[config.mk]
export PLATFORM = sky130hd
export DESIGN_NAME = pulse_meas_core
export DESIGN_NICKNAME = d
export VERILOG_FILES = /design/src/rtl/pulse_meas_pkg.sv /design/src/rtl/pulse_meas_sync.sv /design/src/rtl/pulse_meas_core.sv
export SDC_FILE = /design/constraint.sdc
export NUM_CORES = 1
export LEC_CHECK = 0
export ABC_AREA = 1
export CORE_MARGIN = 2
export CORE_UTILIZATION = 50
export DETAILED_ROUTE_END_ITERATION = 16
export PLACE_DENSITY = 0.64
export SLEW_MARGIN = 20
export SYNTH_ARGS = -nofsm -noshare
export SYNTH_HDL_FRONTEND = slang
export SYNTH_SLANG_ARGS = --single-unit
[constraint.sdc]
create_clock -name BUS_CLK -period 4.5 [get_ports BUS_CLK]
set_input_delay 0.45 -clock BUS_CLK [delete_from_list [all_inputs] [get_ports BUS_CLK]]
set_output_delay 0.45 -clock BUS_CLK [all_outputs]
set_load 0.01 [all_outputs]
[src/rtl/pulse_meas_pkg.sv]
// Shared register map, version and FSM encoding for the pulse measurement core.
package pulse_meas_pkg;

   localparam int unsigned VERSION = 1;

   localparam logic [31:0] ADDR_VERSION = 32'd0;
   localparam logic [31:0] ADDR_STATUS  = 32'd1;
   localparam logic [31:0] ADDR_CONF_EN = 32'd2;
   localparam logic [31:0] ADDR_TIMEOUT = 32'd3;
   localparam logic [31:0] ADDR_REPEAT  = 32'd7;
   localparam logic [31:0] ADDR_DELAY   = 32'd11;
   localparam logic [31:0] ADDR_WIDTH   = 32'd15;
   localparam logic [31:0] ADDR_COUNT   = 32'd19;

   typedef enum logic [1:0] {
      ST_IDLE      = 2'd0,
      ST_WAIT_RISE = 2'd1,
      ST_IN_PULSE  = 2'd2
   } state_e;

   function automatic logic in_field(input logic [31:0] add, input logic [31:0] base);
      return (add >= base) && (add < base + 32'd4);
   endfunction

   // Little-endian byte of a 32-bit field selected by the bus address.
   function automatic logic [7:0] field_byte(input logic [31:0] word, input logic [31:0] add,
                                             input logic [31:0] base);
      logic [31:0] off;
      logic [31:0] shifted;
      off     = add - base;
      shifted = word >> {off[1:0], 3'b000};
      return shifted[7:0];
   endfunction

endpackage

[src/rtl/pulse_meas_sync.sv]
// Three-stage synchronizer for an asynchronous level with one-cycle rise/fall strobes.
module pulse_meas_sync (
   input  logic clk,
   input  logic srst,
   input  logic async_i,
   output logic rise_o,
   output logic fall_o
);

   logic [2:0] sync_q;

   always_ff @(posedge clk) begin
      if (srst) begin
         sync_q <= 3'b000;
      end else begin
         sync_q <= {sync_q[1:0], async_i};
      end
   end

   assign rise_o = sync_q[1] & ~sync_q[2];
   assign fall_o = ~sync_q[1] & sync_q[2];

endmodule

[src/rtl/pulse_meas_core.sv]
// Bus-controlled pulse measurement: arm-to-first-rise delay, pulse width and pulse count
// measured in BUS_CLK cycles on an asynchronous PULSE_IN.
module pulse_meas_core #(
   parameter int          ABUSWIDTH = 16,
   parameter int unsigned VERSION   = pulse_meas_pkg::VERSION
) (
   input  logic                 BUS_CLK,
   input  logic                 BUS_RST,
   input  logic [ABUSWIDTH-1:0] BUS_ADD,
   input  logic [7:0]           BUS_DATA_IN,
   input  logic                 BUS_RD,
   input  logic                 BUS_WR,
   output logic [7:0]           BUS_DATA_OUT,
   input  logic                 PULSE_IN,
   input  logic                 EXT_START,
   output logic                 BUSY
);

   import pulse_meas_pkg::*;

   logic [31:0] add32;
   logic        rst_all, soft_rst, start_wr, ext_arm, arm, tmo_hit;
   logic        pulse_rise, pulse_fall, ext_rise, unused_ext_fall;
   logic        conf_en_q;
   logic [31:0] conf_timeout, conf_repeat;
   state_e      state_q;
   logic        done_q, timeout_q, first_q;
   logic [31:0] timer_q, wcnt_q, count_inc;
   logic [31:0] meas_delay_q, meas_width_q, meas_count_q;
   logic [7:0]  rd_data_d, data_out_q;

   assign add32 = 32'(BUS_ADD);

   pulse_meas_sync u_pulse_sync (
      .clk     (BUS_CLK),
      .srst    (BUS_RST),
      .async_i (PULSE_IN),
      .rise_o  (pulse_rise),
      .fall_o  (pulse_fall)
   );

   pulse_meas_sync u_ext_sync (
      .clk     (BUS_CLK),
      .srst    (BUS_RST),
      .async_i (EXT_START),
      .rise_o  (ext_rise),
      .fall_o  (unused_ext_fall)
   );

   assign soft_rst  = BUS_WR && (add32 == ADDR_VERSION);
   assign rst_all   = BUS_RST || soft_rst;
   assign start_wr  = BUS_WR && (add32 == ADDR_STATUS);
   assign ext_arm   = ext_rise && conf_en_q && (state_q == ST_IDLE);
   assign arm       = start_wr || ext_arm;
   assign tmo_hit   = (conf_timeout != 32'd0) && (timer_q >= conf_timeout);
   assign count_inc = meas_count_q + 32'd1;
   assign BUSY      = (state_q != ST_IDLE);

   always_ff @(posedge BUS_CLK) begin
      if (rst_all) begin
         conf_en_q <= 1'b0;
      end else if (BUS_WR && (add32 == ADDR_CONF_EN)) begin
         conf_en_q <= BUS_DATA_IN[0];
      end
   end

   for (genvar gi = 0; gi < 4; gi++) begin : g_conf_byte
      logic [7:0] timeout_byte_q, repeat_byte_q;

      always_ff @(posedge BUS_CLK) begin
         if (rst_all) begin
            timeout_byte_q <= 8'h00;
            repeat_byte_q  <= (gi == 0) ? 8'h01 : 8'h00;
         end else if (BUS_WR) begin
            if (add32 == ADDR_TIMEOUT + 32'(gi)) timeout_byte_q <= BUS_DATA_IN;
            if (add32 == ADDR_REPEAT + 32'(gi))  repeat_byte_q  <= BUS_DATA_IN;
         end
      end

      assign conf_timeout[8*gi +: 8] = timeout_byte_q;
      assign conf_repeat[8*gi +: 8]  = repeat_byte_q;
   end

   // A rise already synchronized at arm is swallowed by the arm branch, so only fresh rises count.
   always_ff @(posedge BUS_CLK) begin
      if (rst_all) begin
         state_q      <= ST_IDLE;
         done_q       <= 1'b1;
         timeout_q    <= 1'b0;
         first_q      <= 1'b0;
         timer_q      <= 32'd0;
         wcnt_q       <= 32'd0;
         meas_delay_q <= 32'd0;
         meas_width_q <= 32'd0;
         meas_count_q <= 32'd0;
      end else if (arm) begin
         state_q      <= ST_WAIT_RISE;
         done_q       <= 1'b0;
         timeout_q    <= 1'b0;
         first_q      <= 1'b1;
         timer_q      <= 32'd0;
         wcnt_q       <= 32'd0;
         meas_delay_q <= 32'd0;
         meas_width_q <= 32'd0;
         meas_count_q <= 32'd0;
      end else begin
         if ((state_q != ST_IDLE) && (timer_q != 32'hFFFF_FFFF)) timer_q <= timer_q + 32'd1;
         if (wcnt_q != 32'hFFFF_FFFF) wcnt_q <= wcnt_q + 32'd1;
         case (state_q)
            ST_WAIT_RISE: begin
               if (tmo_hit) begin
                  state_q   <= ST_IDLE;
                  done_q    <= 1'b1;
                  timeout_q <= 1'b1;
               end else if (pulse_rise) begin
                  state_q <= ST_IN_PULSE;
                  wcnt_q  <= 32'd1;
                  if (first_q) begin
                     // Timer runs one cycle ahead of the pulse synchronizer; subtract to cancel.
                     meas_delay_q <= (timer_q == 32'd0) ? 32'd0 : timer_q - 32'd1;
                     first_q      <= 1'b0;
                  end
               end
            end
            ST_IN_PULSE: begin
               if (pulse_fall) begin
                  meas_width_q <= wcnt_q;
                  meas_count_q <= count_inc;
                  if ((conf_repeat != 32'd0) && (count_inc == conf_repeat)) begin
                     state_q <= ST_IDLE;
                     done_q  <= 1'b1;
                  end else if (tmo_hit) begin
                     state_q   <= ST_IDLE;
                     done_q    <= 1'b1;
                     timeout_q <= 1'b1;
                  end else begin
                     state_q <= ST_WAIT_RISE;
                  end
               end else if (tmo_hit) begin
                  state_q   <= ST_IDLE;
                  done_q    <= 1'b1;
                  timeout_q <= 1'b1;
               end
            end
            default: state_q <= ST_IDLE;
         endcase
      end
   end

   always_comb begin
      rd_data_d = 8'h00;
      if (add32 == ADDR_VERSION)             rd_data_d = 8'(VERSION);
      else if (add32 == ADDR_STATUS)         rd_data_d = {6'b0, timeout_q, done_q};
      else if (add32 == ADDR_CONF_EN)        rd_data_d = {7'b0, conf_en_q};
      else if (in_field(add32, ADDR_TIMEOUT)) rd_data_d = field_byte(conf_timeout, add32, ADDR_TIMEOUT);
      else if (in_field(add32, ADDR_REPEAT))  rd_data_d = field_byte(conf_repeat, add32, ADDR_REPEAT);
      else if (in_field(add32, ADDR_DELAY))   rd_data_d = field_byte(meas_delay_q, add32, ADDR_DELAY);
      else if (in_field(add32, ADDR_WIDTH))   rd_data_d = field_byte(meas_width_q, add32, ADDR_WIDTH);
      else if (in_field(add32, ADDR_COUNT))   rd_data_d = field_byte(meas_count_q, add32, ADDR_COUNT);
   end

   always_ff @(posedge BUS_CLK) begin
      if (BUS_RST) begin
         data_out_q <= 8'h00;
      end else if (BUS_RD) begin
         data_out_q <= rd_data_d;
      end
   end

   assign BUS_DATA_OUT = data_out_q;

endmodule

# --- Yosys cells after proc, flatten, opt, wreduce, memory -nomap -nowiden ---
# Index checks and enable logic that the tools add are counted.
word_totals:
  ff_bits: 244
  in_bits: 30
  output_inout_bits: 9
classes:
  addsub: 9
  order_cmp: 11
  n_eq_ne: 21
  shift: 5
  n_mux: 34
  bitwise_logic: 7
  reduce_logical: 40
op_table:
  columns: ["operator", "n"]
  rows:
  - ["$mux W32", 5]
  - ["$shr A32 B5 Y8", 5]
  - ["$add A32 B1 Y32 const B", 3]
  - ["$eq A16 B3 Y1 const B", 4]
  - ["$logic_not A32 Y1", 2]
  - ["$mux W8", 8]
  - ["$ne A32 B32 Y1 const B", 2]
  - ["$reduce_bool A32 Y1", 2]
  - ["$eq A16 B4 Y1 const B", 3]
  - ["$eq A16 B2 Y1 const B", 2]
  - ["$eq A32 B32 Y1", 1]
  - ["$ge A16 B4 Y1 const B", 2]
  - ["$ge A32 B32 Y1", 1]
  - ["$lt A16 B4 Y1 const B", 2]
  - ["$lt A16 B5 Y1 const B", 2]
  - ["$sub A32 B1 Y32 const B", 1]
  - ["$reduce_and A2 Y1", 12]
  - ["$eq A16 B1 Y1 const B", 1]
  - ["$ge A16 B2 Y1 const B", 1]
  - ["$ge A16 B3 Y1 const B", 1]
  - ["$ge A16 B5 Y1 const B", 1]
  - ["$lt A16 B3 Y1 const B", 1]
  - ["$mux W1", 14]
  - ["$logic_and A1 B1 Y1", 13]
  - ["other kinds (18)", 38]

# --- Longest topological paths before layout ---
depth:
  word_depth: 10
  ltp_mapped: 18
  depth_no_buf: 17

# --- Cells and area by module ---
# A second synthesis with hierarchy kept.
unflattened:
  hier_cells: 2370
  area_unflattened_um2: 15193.3
by_module_without_submodules:
  columns: ["module", "instances", "cells_per_inst", "area_each_um2", "seq_area_each_um2"]
  rows:
  - ["pulse_meas_core", 1, 2346, 15005.6, 4764.6]
  - ["pulse_meas_sync", 2, 12, 93.8, 60.1]

# --- Worst setup path after synthesis ---
# OpenSTA, ideal clock, no wires.
synth_path:
  path_kind: "input to register"
  from: "input port BUS_ADD[0]"
  to: "register data_out_q[3], in the netlist BUS_DATA_OUT[3]"
  setup_time_ns: 0.132
  arrival_ns: 2.521
  required_ns: 4.368
  setup_slack_ns: 1.847
  cell_stages: 12
  path_cell_list: "inv_1 clkbuf_1 clkbuf_1 ha_1 clkbuf_1 clkbuf_1 clkbuf_1 o21ai_0 o22ai_1 a21oi_1 nand2_1 a21oi_1"
synth_via:
  elab_chain_len: 10
  elab_cells_between_ends: 36
synth_rtl:
  columns: ["element", "line_no", "source"]
  rows:
  - ["start: declaration", "pulse_meas_core.sv:9", "input logic [ABUSWIDTH-1:0] BUS_ADD,"]
  - ["$sub A2 B2 Y2 (tied with other cells)", "pulse_meas_pkg.sv:30", "off = add - base;"]
  - ["$shr A32 B5 Y8 / $logic_and A1 B1 Y1 (equally long branches)", "pulse_meas_pkg.sv:31, pulse_meas_pkg.sv:22", null]
  - ["$mux W8", "pulse_meas_core.sv:159", "else if (in_field(add32, ADDR_COUNT)) rd_data_d = field_byte(meas_count_q, add32, ADDR_COUNT);"]
  - ["$mux W8", "pulse_meas_core.sv:158", "else if (in_field(add32, ADDR_WIDTH)) rd_data_d = field_byte(meas_width_q, add32, ADDR_WIDTH);"]
  - ["$mux W8", "pulse_meas_core.sv:157", "else if (in_field(add32, ADDR_DELAY)) rd_data_d = field_byte(meas_delay_q, add32, ADDR_DELAY);"]
  - ["$mux W8", "pulse_meas_core.sv:156", "else if (in_field(add32, ADDR_REPEAT)) rd_data_d = field_byte(conf_repeat, add32, ADDR_REPEAT);"]
  - ["$mux W8", "pulse_meas_core.sv:155", "else if (in_field(add32, ADDR_TIMEOUT)) rd_data_d = field_byte(conf_timeout, add32, ADDR_TIMEOUT);"]
  - ["$mux W8", "pulse_meas_core.sv:154", "else if (add32 == ADDR_CONF_EN) rd_data_d = {7'b0, conf_en_q};"]
  - ["$mux W8", "pulse_meas_core.sv:153", "else if (add32 == ADDR_STATUS) rd_data_d = {6'b0, timeout_q, done_q};"]
  - ["$mux W8 *", "pulse_meas_core.sv:152", "if (add32 == ADDR_VERSION) rd_data_d = 8'(VERSION);"]
  - ["end signal: assignment", "pulse_meas_core.sv:166", "data_out_q <= rd_data_d;"]
  - ["end: declaration", "pulse_meas_core.sv:30", "logic [7:0] rd_data_d, data_out_q;"]
# Mark *: on every way between the ends. The rest lies on a longest branch, timed or not.
# A chain may end at the register's enable or synchronous reset.

# --- Worst setup path in the final report ---
layout_path:
  from: "register timer_q[11]"
  to: "register wcnt_q[22]"
layout_via:
  elab_chain_len: 4
layout_rtl:
  columns: ["element", "line_no", "source"]
  rows:
  - ["start: declaration", "pulse_meas_core.sv:28", "logic [31:0] timer_q, wcnt_q, count_inc;"]
  - ["start signal: assignment", "pulse_meas_core.sv:107", "if ((state_q != ST_IDLE) && (timer_q != 32'hFFFF_FFFF)) timer_q <= timer_q + 32'd1;"]
  - ["$ge A32 B32 Y1", "pulse_meas_core.sv:55", "assign tmo_hit = (conf_timeout != 32'd0) && (timer_q >= conf_timeout);"]
  - ["$logic_and A1 B1 Y1", "pulse_meas_core.sv:55", null]
  - ["$mux W32", "pulse_meas_core.sv:111", "if (tmo_hit) begin"]
  - ["$mux W32", "pulse_meas_core.sv:109", "case (state_q)"]
  - ["end signal: assignment", "pulse_meas_core.sv:108", "if (wcnt_q != 32'hFFFF_FFFF) wcnt_q <= wcnt_q + 32'd1;"]
  - ["end: declaration", "pulse_meas_core.sv:28", null]
# Every way passes these cells.

==> results by group <==
Power
  – Peak supply drop: just under 0.0003 V
  – Pwr dens: 304 nW/um^2
  – Total leakage power: roughly 6.4 nW

Global route
  – Antenna violations before repair: 1
  – GRT Total Usage: a little under a third
  – Remaining global-route overflow: 0
  – Vias in the first global route: between 10,000 and 15,000
  – Largest net degree at the start of global routing: just under 80
  – First-pass GRT wire length: ~79 mm

Clock network
  – Clock sinks: between 200 and 250
  – Post-CTS setup buffer count: 0
  – Clock slew at reported path FFs: roughly 0.06 ns
  – Hold Buf Count CTS: 0
  – H-tree levels: 1
  – Number of CTS-inserted buffers: 29
  – CTS tree: yes
  – Root Buffer Master: clkbuf_16
  – Clk buf depth: 3
  – Latest clock arrival within the worst-skew pair: around 0.57 ns
  – Post_cts resized: 0

Critical path
  – Peak fanout along the critical path: 15
  – RR Endpoint: wcnt_q[22]
  – Flop2flop setup slack: between 1.5 and 2 ns
  – Crit path DAT: roughly 3.5 ns
  – Cells on worst reg2reg path: 15
  – CP required: around 5.0 ns
  – Worst setup EP type: flip-flop
  – Critical path class: reg -> reg
  – Startpoint Class: flip-flop
  – R2R Path Start: timer_q[11]

Synth
  – Yosys reg bits: 244
  – Synth area leader: dfxtp_1
  – Post-Syn Area: around 15,000 sq um
  – Largest cells by area after synthesis: dfxtp_1 (33%), nand2_1 (15%), a21oi_1 (9.9%)
  – Asr flop ratio synth: 0%
  – Post-Syn Nets: about 2,400
  – Synth Instances: between 2,000 and 2,500
  – Top FF cell, synth: dfxtp_1
  – Area share of the largest cell type after synthesis: 32.7%
  – Synth Warn #: 0
  – Syn Area/Cell: 6.46 sq um
  – Sequential area share after synthesis: 32.7%
  – Synth cell types: between 50 and 60
  – EDFF count, synth: 0

Timing
  – RSZ-0062 raised after global routing: no
  – Fin crit share: 66.6%
  – Clock skew: about 0.010 ns
  – Final setup TNS: 0 ns
  – Slew headroom: about a third
  – Final hold viol count: 0
  – Worst Tran Pin Value: between 1 and 1.5 ns
  – Slew Viols, Final: 0
  – Fin crit period: 3.00 ns
  – Top achievable clock speed: ~330 MHz
  – Setup Viol. Count Final: 0

Routing
  – Vias per cell: between 5 and 6
  – Highest routed metal layer: met5
  – TritonRoute pass-1 iters: 6
  – WL/cell: ~18 microns
  – Drt initial violations: between 1,500 and 2,000
  – Antenna Nets Post-Route: 0
  – Routed wl met3: 3.64 mm
  – Met2 routed WL: about 22 mm
  – Routed via count: around 15,000
  – DRC Markers: 0
  – Metal-1 WL: 23.0 mm
  – Routed Wire Length: roughly 50 mm

Layout
  – Layout cells sized above 1: under 10%
  – Cell area after layout: approximately 17,000 sq um
  – # diodes: 0
  – NumNets Final: ~2,400
  – Syn-to-layout area delta: 11.0%

Hold path
  – Worst Hold End: u_pulse_sync.sync_q[1]
  – HP Class: reg -> reg
  – Beginning of the worst hold path: u_pulse_sync.sync_q[0]
  – Hold Path Depth: 2

Floorplan
  – Die height: roughly 180 microns
  – # rows: 63
  – Full die area: about 31,000 sq um
  – Die X: roughly 180 microns
  – Initial core utilization: approximately 51%
  – Core Area: around 30,000 sq um
  – Num ports: 39

Place
  – Dpl hpwl: 36.9 mm
  – Port bufs: 38
  – Placed cell areas: roughly 16,000 sq um
  – Final GP Congestion: about 0.96

Run status
  – Status: finished, final reports clean

Run
  – Max-cap violations: 0
area by class of cell:
class                      instances  area, sq um
fill                            2977        13000
inverter                         252          948
tap                              390          488
multi-input combinational       1726         8740
timing repair buffer              49          470
sequential                       244         4880
clock buffer                      38          810
clock inverter                    14          235
placed cells by master, fill, tap and decap left out, types with 4 or more instances in the layout:
cell	Yosys	final
bufinv_16	0	6
nand2_1	597	597
nor4_4	6	6
inv_1	233	232
clkbuf_8	0	5
a22oi_1	10	10
a31oi_1	15	15
dfxtp_1	244	244
nor2_1	233	231
clkbuf_1	53	4
buf_4	2	10
o21ai_1	9	9
o211ai_1	12	12
clkdlybuf4s50_1	0	37
nor4_2	4	4
nor2_2	18	18
nor3_1	46	46
nand3_1	112	112
inv_2	15	16
o21ai_0	131	131
nor3_2	6	6
nand4_1	48	48
ha_1	43	43
a21oi_1	295	295
clkbuf_16	0	29
nand2_2	14	14
nor4_1	11	11
nand3b_1	11	11
nor2_4	7	9
a211oi_1	7	7
xor2_1	39	39
o22ai_1	7	7
o21bai_1	5	5
or2_2	4	4
nand3_2	4	4
registers in the layout (all words and copies together) (netlist names):
name,flops
BUS_DATA_OUT,8
conf_en_q,1
done_q,1
first_q,1
g_conf_byte.repeat_byte_q,32
g_conf_byte.timeout_byte_q,32
meas_count_q,32
meas_delay_q,32
meas_width_q,32
state_q,2
timeout_q,1
timer_q,32
u_ext_sync.sync_q,3
u_pulse_sync.sync_q,3
wcnt_q,32
where the power goes:
group	internal, mW	switching [mW]	total [mW]	leakage, nW
clock	1.60	1.00	2.61	0.504
sequential	2.16	0.00364	2.17	1.97
combinational	0.0740	0.185	0.259	3.90
cells in the mapped netlist, drive strengths merged, types with 2 or more instances:
library cell,number
o21a,3
a211oi,7
o211ai,12
nor3b,4
nor3,53
a21oi,295
nand3,117
o21bai,5
clkbuf,61
o21ai,141
nand2,614
or2,6
xnor2,3
dfxtp,244
o22ai,7
nor4,21
a31oi,15
nand3b,12
nor2,260
inv,249
a22oi,10
o31ai,2
xor2,39
nand4,49
o2111ai,2
clkinv,3
buf,29
ha,43
layer usage:
layer / vias up / GRT usage [%]
met5: - / 0
met1: 7131 / 45.5
li1: 7605 / -
met2: 594 / 49.7
met3: 91 / 4.27
met4: 2 / 9.09
logic make-up (layout without fill, tap and decap cells):
family	after synthesis	count (layout)	synth area share [%]
AOI/OAI and AO/OA	503	503	17.9
xor gates and xnor gates	43	43	2.61
adders and majority gates	43	43	3.60
buffers and inverters	342	353	8.93
DFF	244	244	32.7
and+or+nand+nor	1137	1137	34.3
worst max-delay path, cell delays in order (launching register included):
cell and delay (ns):
dfxtp_1 0.60, ha_1 0.32, nand2_1 0.07, inv_1 0.05, o21ai_0 0.06, a21oi_1 0.08
nor2_1 0.13, nand2_1 0.07, nand2_1 0.06, nand3_1 0.07, nand2_2 0.19, nand3_2 0.20
nand2_1 0.56, inv_1 0.20, nand2_1 0.14, a21oi_1 0.07
worst max-delay path by stage:
stage | startpoint | end | slack (ns) | cells past startpoint
after floorplan | BUS_ADD[0] | BUS_DATA_OUT[3] | 1.85 | 12
after global placement | BUS_ADD[1] | BUS_DATA_OUT[7] | 1.30 | 11
after detailed placement | BUS_ADD[1] | BUS_DATA_OUT[7] | 1.28 | 11
after CTS | timer_q[11] | wcnt_q[22] | 1.53 | 15
after global routing | timer_q[15] | wcnt_q[22] | 1.21 | 15
final | timer_q[11] | wcnt_q[22] | 1.50 | 15
through the flow:
step	hold slack [ns]	std cells	power, mW	worst slack (ns)	util (%)
2_1_floorplan	0.388	2312	2.38	1.85	-
3_3_place_gp	0.392	2661	2.47	1.30	52.6
3_5_place_dp	0.394	2661	2.47	1.28	52.6
4_1_cts	0.402	2713	5.05	1.53	56.1
5_1_grt	0.424	2713	5.15	1.21	56.1
6_report	0.403	2713	5.03	1.50	56.1
No activity file was read; power rests on OpenSTA's default activity.
